==> config.mk <==
export PLATFORM = sky130hd
export DESIGN_NAME = shift_sequencer
export DESIGN_NICKNAME = d
export VERILOG_FILES = /design/src/rtl/shift_sequencer.sv
export SDC_FILE = /design/constraint.sdc
export NUM_CORES = 1
export LEC_CHECK = 0
export ABC_AREA = 0
export CORE_MARGIN = 5
export CORE_UTILIZATION = 47
export CTS_CLUSTER_DIAMETER = 80
export DETAILED_ROUTE_END_ITERATION = 12
export PLACE_DENSITY = 0.79
export SETUP_SLACK_MARGIN = 0.4
export SLEW_MARGIN = 30
export SYNTH_ARGS = -nofsm -noshare
export SYNTH_HDL_FRONTEND = slang
export SYNTH_SLANG_ARGS = --single-unit
==> constraint.sdc <==
create_clock -name clk -period 3.15 [get_ports clk]
set_clock_uncertainty 0.05 [all_clocks]
set_input_delay 0.63 -clock clk [delete_from_list [all_inputs] [get_ports clk]]
set_output_delay 0.63 -clock clk [all_outputs]
set_load 0.02 [all_outputs]
==> src/rtl/shift_sequencer.sv <==
`default_nettype none
// ============================================================================
// Module      : shift_sequencer
// Description : Multi-cycle XLEN-bit SLL/SRL/SRA built from one narrow shifter
//               stepping at most 2^STEP_BITS-1 positions per cycle.
// Revision    : 1.0 - initial release
// ============================================================================
module shift_sequencer #(
  parameter int XLEN      = 32,
  parameter int STEP_BITS = 3
) (
  input  logic                      clk,
  input  logic                      rst,
  input  logic                      flush,
  input  logic                      req_valid,
  output logic                      req_ready,
  input  logic [XLEN-1:0]           req_val,
  input  logic [$clog2(XLEN)-1:0]   req_sham,
  input  logic                      req_right,
  input  logic                      req_arith,
  output logic                      resp_valid,
  input  logic                      resp_ready,
  output logic [XLEN-1:0]           resp_data,
  output logic                      busy
);

  localparam int SH_W = $clog2(XLEN);
  localparam logic [SH_W-1:0] c_step_max = SH_W'((1 << STEP_BITS) - 1);

  typedef enum logic [1:0] {
    S_IDLE  = 2'd0,
    S_SHIFT = 2'd1,
    S_DONE  = 2'd2
  } state_t;

  state_t             r_state;
  logic [XLEN-1:0]    r_acc;
  logic [SH_W-1:0]    r_rem;
  logic               r_right;
  logic               r_arith;

  logic [SH_W-1:0]    w_step;
  logic [SH_W-1:0]    w_rem_next;
  logic [XLEN-1:0]    w_shl;
  logic [XLEN-1:0]    w_shr;
  logic signed [XLEN-1:0] w_sra;
  logic [XLEN-1:0]    w_shifted;

  // Narrow step shifter: the step never exceeds c_step_max, so per-step sign
  // fill from acc[XLEN-1] composes into a single arithmetic shift of sham.
  assign w_step     = (r_rem > c_step_max) ? c_step_max : r_rem;
  assign w_rem_next = r_rem - w_step;
  assign w_shl      = r_acc << w_step;
  assign w_shr      = r_acc >> w_step;
  assign w_sra      = $signed(r_acc) >>> w_step;

  always_comb begin
    w_shifted = w_shl;
    if (r_right) begin
      w_shifted = r_arith ? XLEN'(w_sra) : w_shr;
    end
  end

  always_ff @(posedge clk or posedge rst) begin
    if (rst) begin
      r_state <= S_IDLE;
      r_acc   <= '0;
      r_rem   <= '0;
      r_right <= 1'b0;
      r_arith <= 1'b0;
    end else if (flush) begin
      r_state <= S_IDLE;
    end else begin
      case (r_state)
        S_IDLE: begin
          if (req_valid) begin
            r_acc   <= req_val;
            r_rem   <= req_sham;
            r_right <= req_right;
            r_arith <= req_arith & req_right;
            r_state <= (req_sham != '0) ? S_SHIFT : S_DONE;
          end
        end
        S_SHIFT: begin
          r_acc <= w_shifted;
          r_rem <= w_rem_next;
          if (w_rem_next == '0) begin
            r_state <= S_DONE;
          end
        end
        S_DONE: begin
          if (resp_ready) begin
            r_state <= S_IDLE;
          end
        end
        default: r_state <= S_IDLE;
      endcase
    end
  end

  // Handshake outputs depend on state alone to keep request/response paths cut.
  assign req_ready  = (r_state == S_IDLE);
  assign resp_valid = (r_state == S_DONE);
  assign busy       = (r_state != S_IDLE);
  assign resp_data  = r_acc;

endmodule
`default_nettype wire

* After elaboration in Yosys (flattened, before gate mapping) *
Cells that the tools add are included.
Widths: inputs -> output; s select.

word-level totals
  register bits = 41
  bits of input ports = 44

cells by class
  shift-type cells = 3
  bitwise logic cells = 2
  reductions and logical operators = 8
  $lt $le $gt $ge = 1
  equal/unequal tests = 6
  add/subtract/negate cells = 1
  muxes and demuxes = 13

operator list
  operator            number
  $mux 32             3
  $pmux 32 s2         1
  $shl 32x5->32       1
  $shr 32x5->32       1
  $sshr 32x5->32      1
  $mux 2              5
  $mux 5              2
  $pmux 5 s2          1
  $reduce_and 3->1    3
  $ne 3x3->1 const B  2
  $pmux 2 s3          1
  $gt 5x3->1 const B  1
  $logic_not 5->1     1
  $reduce_bool 5->1   1
  $sub 5x5->5         1
  $reduce_bool 2->1   2
  $ne 3x2->1 const B  1
  $eq 2x1->1 const B  1
  $eq 2x2->1 const B  1
  $logic_not 2->1     1
  $ne 2x2->1 const B  1
  $and 1x1->1         1
  $not 1->1           1

* Logic depth before layout (Yosys ltp) *
  depth in word-level cells = 7
  gate-level depth with buffers = 11
  mapped depth without buffers = 8

* Least setup slack after synthesis *
Ideal clock, no wire load.

  path type = reg2reg
  start = register r_rem[1]
  end = register r_state[1]
  stages on the path, launching flop included = 11
  path slack = 711 ps
  arrival time = 2,311 ps
  setup time = 77 ps
  cell sequence = dfrtp_1 > clkbuf_1 > clkbuf_1 > clkbuf_1 > nand2b_1 > ha_1 > inv_1 > a211o_1 > or2_2 > a21o_1 > a21oi_1

between the ends
  cells in the longest elaborated chain, start to end = 6

ends and longest elaborated chain
  element                       RTL line  source
  start: declaration            38        logic [SH_W-1:0] r_rem;
  start signal: assignment      78        r_rem <= req_sham;
  start signal: assignment      86        r_rem <= w_rem_next;
  $gt 5x3->1                    51        assign w_step = (r_rem > c_step_max) ? c_step_max : r_rem;
  $mux 5                        51
  $sub 5x5->5 *                 52        assign w_rem_next = r_rem - w_step;
  $logic_not 5->1 *             87        if (w_rem_next == '0) begin
  $ne 3x3->1 (no line) *        --
  $reduce_and 3->1 (no line) *  --
  end signal: assignment        81        r_state <= (req_sham != '0) ? S_SHIFT : S_DONE;
  end: declaration              36        state_t r_state;

Every way passes the cells marked *; elsewhere a longest branch is shown, timed or not.
A chain may end at the register's enable or synchronous reset.

* Worst setup path in the final report *
  start = register r_rem[4]
  end = register r_acc[19] (netlist: resp_data[19])

between the ends
  cells in the longest elaborated chain, start to end = 6

ends and longest elaborated chain
  element                                                 RTL line  source
  $gt 5x3->1                                              51
  $mux 5 *                                                51
  $shr 32x5->32 / $sshr 32x5->32 (equally long branches)  54, 55
  $mux 32                                                 60        w_shifted = r_arith ? XLEN'(w_sra) : w_shr;
  $mux 32 *                                               59        if (r_right) begin
  $pmux 32 s2 *                                           74        case (r_state)
  end signal: assignment                                  77        r_acc <= req_val;
  end signal: assignment                                  85        r_acc <= w_shifted;
  end: declaration                                        37        logic [XLEN-1:0] r_acc;

Marks and branches as above.

==> reports/qor.csv <==
stage,metric,value,unit
global_routing,grt_pass1_wl,27.5,mm
die,core-area,9240,um2
placement,gp_congestion,1.01,
worst_hold_path,hp-class,flop to flop,
global_routing,grt_usage,0.298,
route,drc,0,
setup_path,r2r-start,r_rem[4],
placement,port_buffers,78,
die,boundaryPins,79,
die,dieArea,11500,um2
finish,fin_cells,796,
route,routedWlPerCell,21.7,um
clock_tree,postCtsSetupBuffers,0,
placement,dp_hpwl,12.0,mm
synth,yosysWarningCount,0,
setup_path,slowest_stage,or3_4,
setup_path,critPathBufInv,0,
clock_tree,clk_latency,300,ps
die,row_count,35,
pwr,leakage,1.84,nW
clock_tree,cts_root_buffer,clkbuf_8,
setup_path,crit_required,3300,ps
clock_tree,cts_buffers,5,
setup_path,crit_chain,or3_4 -> o32a_1 -> and3_1 -> a211o_1 -> o32a_1,
pwr,p_per_area,1080,nW/um2
clock_tree,cts.sinks,41,
finish,seqCellArea,1030,um2
timing,finalSetupTns,0,ps
worst_hold_path,min_to,r_state[0],
finish,drive_above_1_share,0.0735,
setup_path,cp-start-kind,flop,
placement,place_inst,788,
setup_path,cpLargestDelayFamily,compound AO/OA/AOI/OAI gates,
clock_tree,cts_buffer_depth,2,
setup_path,cpMostUsedCell,o32a_1,
global_routing,grt_max_degree,44,
die,fp.dieH,107,um
synth,synth-seq-cells,41,
timing,tightest_slew,895,ps
synth,synth_top_area_frac,0.231,
route,drt_iter0_markers,521,
die,die_width,107,um
synth,ys_seq_area_frac,0.231,
synth,ys_types,65,
setup_path,crit_type,flop to flop,
synth,syn_inst,628,
worst_hold_path,hold_start,r_state[1],
synth,synth_flop_cell,dfrtp_1,
worst_hold_path,whs_path_depth,1,
clock_tree,postCtsHoldBufs,0,
die,initial_core_util,0.481,
timing,final_hold_viol_count,0,
route,routed_wl,17.2,mm
route,via_count,5398,
synth,synth_edf_count,0,
setup_path,end_kind,flop,
clock_tree,htree_levels,2,
pwr,vdd.ir_drop.worst,0.488,mV
global_routing,overflow,0,
finish,antenna_cells,0,
finish,fillCellCount,902,
synth,synth_area_leaders,"dfrtp_1 (23%), nor2b_1 (7.5%), a21oi_1 (6.4%)",
setup_path,r2r_setup_slack,520,ps
synth,async_reset_ff_frac,1.00,
setup_path,max_stage_delay,700,ps
route,dr.pass1.iters,5,
synth,syn-num-nets,673,
timing,fmax,0.380,GHz
clock_tree,cts_tree,done,
synth,yosysMostFrequentCell,nor2_1,
synth,synth.cell_area,4440,um2
timing,slew_headroom,0.403,
synth,yosysTopAreaCell,dfrtp_1,
timing,period_share,0.835,
global_routing,grt_pass1_vias,5260,
timing,slew_viol_final,0,
setup_path,critPathArrivalTime,2780,ps
setup_path,crit_path_max_fanout,42,
finish,nets,711,
route,vias_per_cell,6.78,
clock_tree,path_clk_slew,90,ps
timing,setup_viol,0,
setup_path,r2r-end,resp_data[19],
run_status,status,"finished, final reports clean",
synth,synthTopCellsByCount,"nor2_1 (68), a21oi_1 (57), nor2b_1 (53), clkbuf_1 (46)",
synth,syn_area_per_cell,7.07,um2
route,detail-route-antenna-nets,0,
timing,period_minus_slack,2630,ps
global_routing,antenna_found_initial,0,
setup_path,reg2regPathDepth,5,
flow_run,drv_cap,0,
finish,multiInputGateArea,3080,um2
finish,syn_to_final_growth,20.4,%
timing,rsz0062_at_grt,no,
clock_tree,ctsResizeCount,0,
-- power breakdown --
group,leakage (nW),internal [W],total (W),switching [W]
clock,0.0455,0.000180,0.000391,0.000211
combinational,1.32,0.00158,0.00389,0.00231
sequential,0.469,0.000769,0.00148,0.000711
-- registers in the layout (all words and copies together) (netlist names) --
register / count
r_state: 2
r_rem: 5
r_right: 1
resp_data: 32
r_arith: 1
-- cell usage in the layout (no fill, tap or decap), types with 27 or more instances in the layout --
cell and instances:
clkdlybuf4s50_1 78, nor2_1 68, a21oi_1 57, nor2b_1 53, nor3_1 43, o21ai_0 43, dfrtp_1 40, a211oi_1 33
nand2_1 27
-- cells by family after synthesis --
logic type	after synthesis	share of synthesized area
buf+inv	78	0.0788
fa+ha+maj	1	0.00282
compound gates	235	0.350
xor+xnor	1	0.00197
mux	10	0.0290
simple gates	262	0.306
flops	41	0.231
-- layer usage --
layer / vias up / share of wire / global-route usage
met3: 51 / 0.12 / 0.0710
met1: 2538 / 0.40 / 0.412
met2: 372 / 0.45 / 0.458
li1: 2437 / - / -
met5: - / 0 / 0
met4: 0 / 0.025 / 0.0950
-- through the flow --
stage                     hold slack (ps)  power [W]  area [um2]  worst slack (ps)  utilization
final                                 583    0.00576        5350               520        0.579
after detailed placement              569    0.00523        5260               552        0.569
after global routing                  631    0.00612        5350               430        0.579
after CTS                             581    0.00563        5350               539        0.579
after global placement                549    0.00519        5260               416        0.569
after floorplan                       506    0.00388        4440               711            -
-- cell type report --
| type | count | area share |
|---|---|---|
| multi-input combinational | 509 | 0.576 |
| sequential | 41 | 0.192 |
| timing repair buffer | 100 | 0.179 |
| tap | 129 | 0.0302 |
| clock buffer | 8 | 0.0168 |
| inverter | 9 | 0.00631 |
-- how the worst max path moves through the flow --
stage	start	to	slack [ps]	cells past startpoint
after floorplan	r_rem[1]	r_state[1]	710	10
after global placement	req_valid	resp_data[31]	420	6
after detailed placement	flush	r_rem[2]	550	7
after CTS	r_rem[4]	resp_data[19]	540	5
after global routing	r_rem[4]	resp_data[17]	430	6
final	r_rem[4]	resp_data[19]	520	5
No activity file was read; power rests on OpenSTA's default activity.
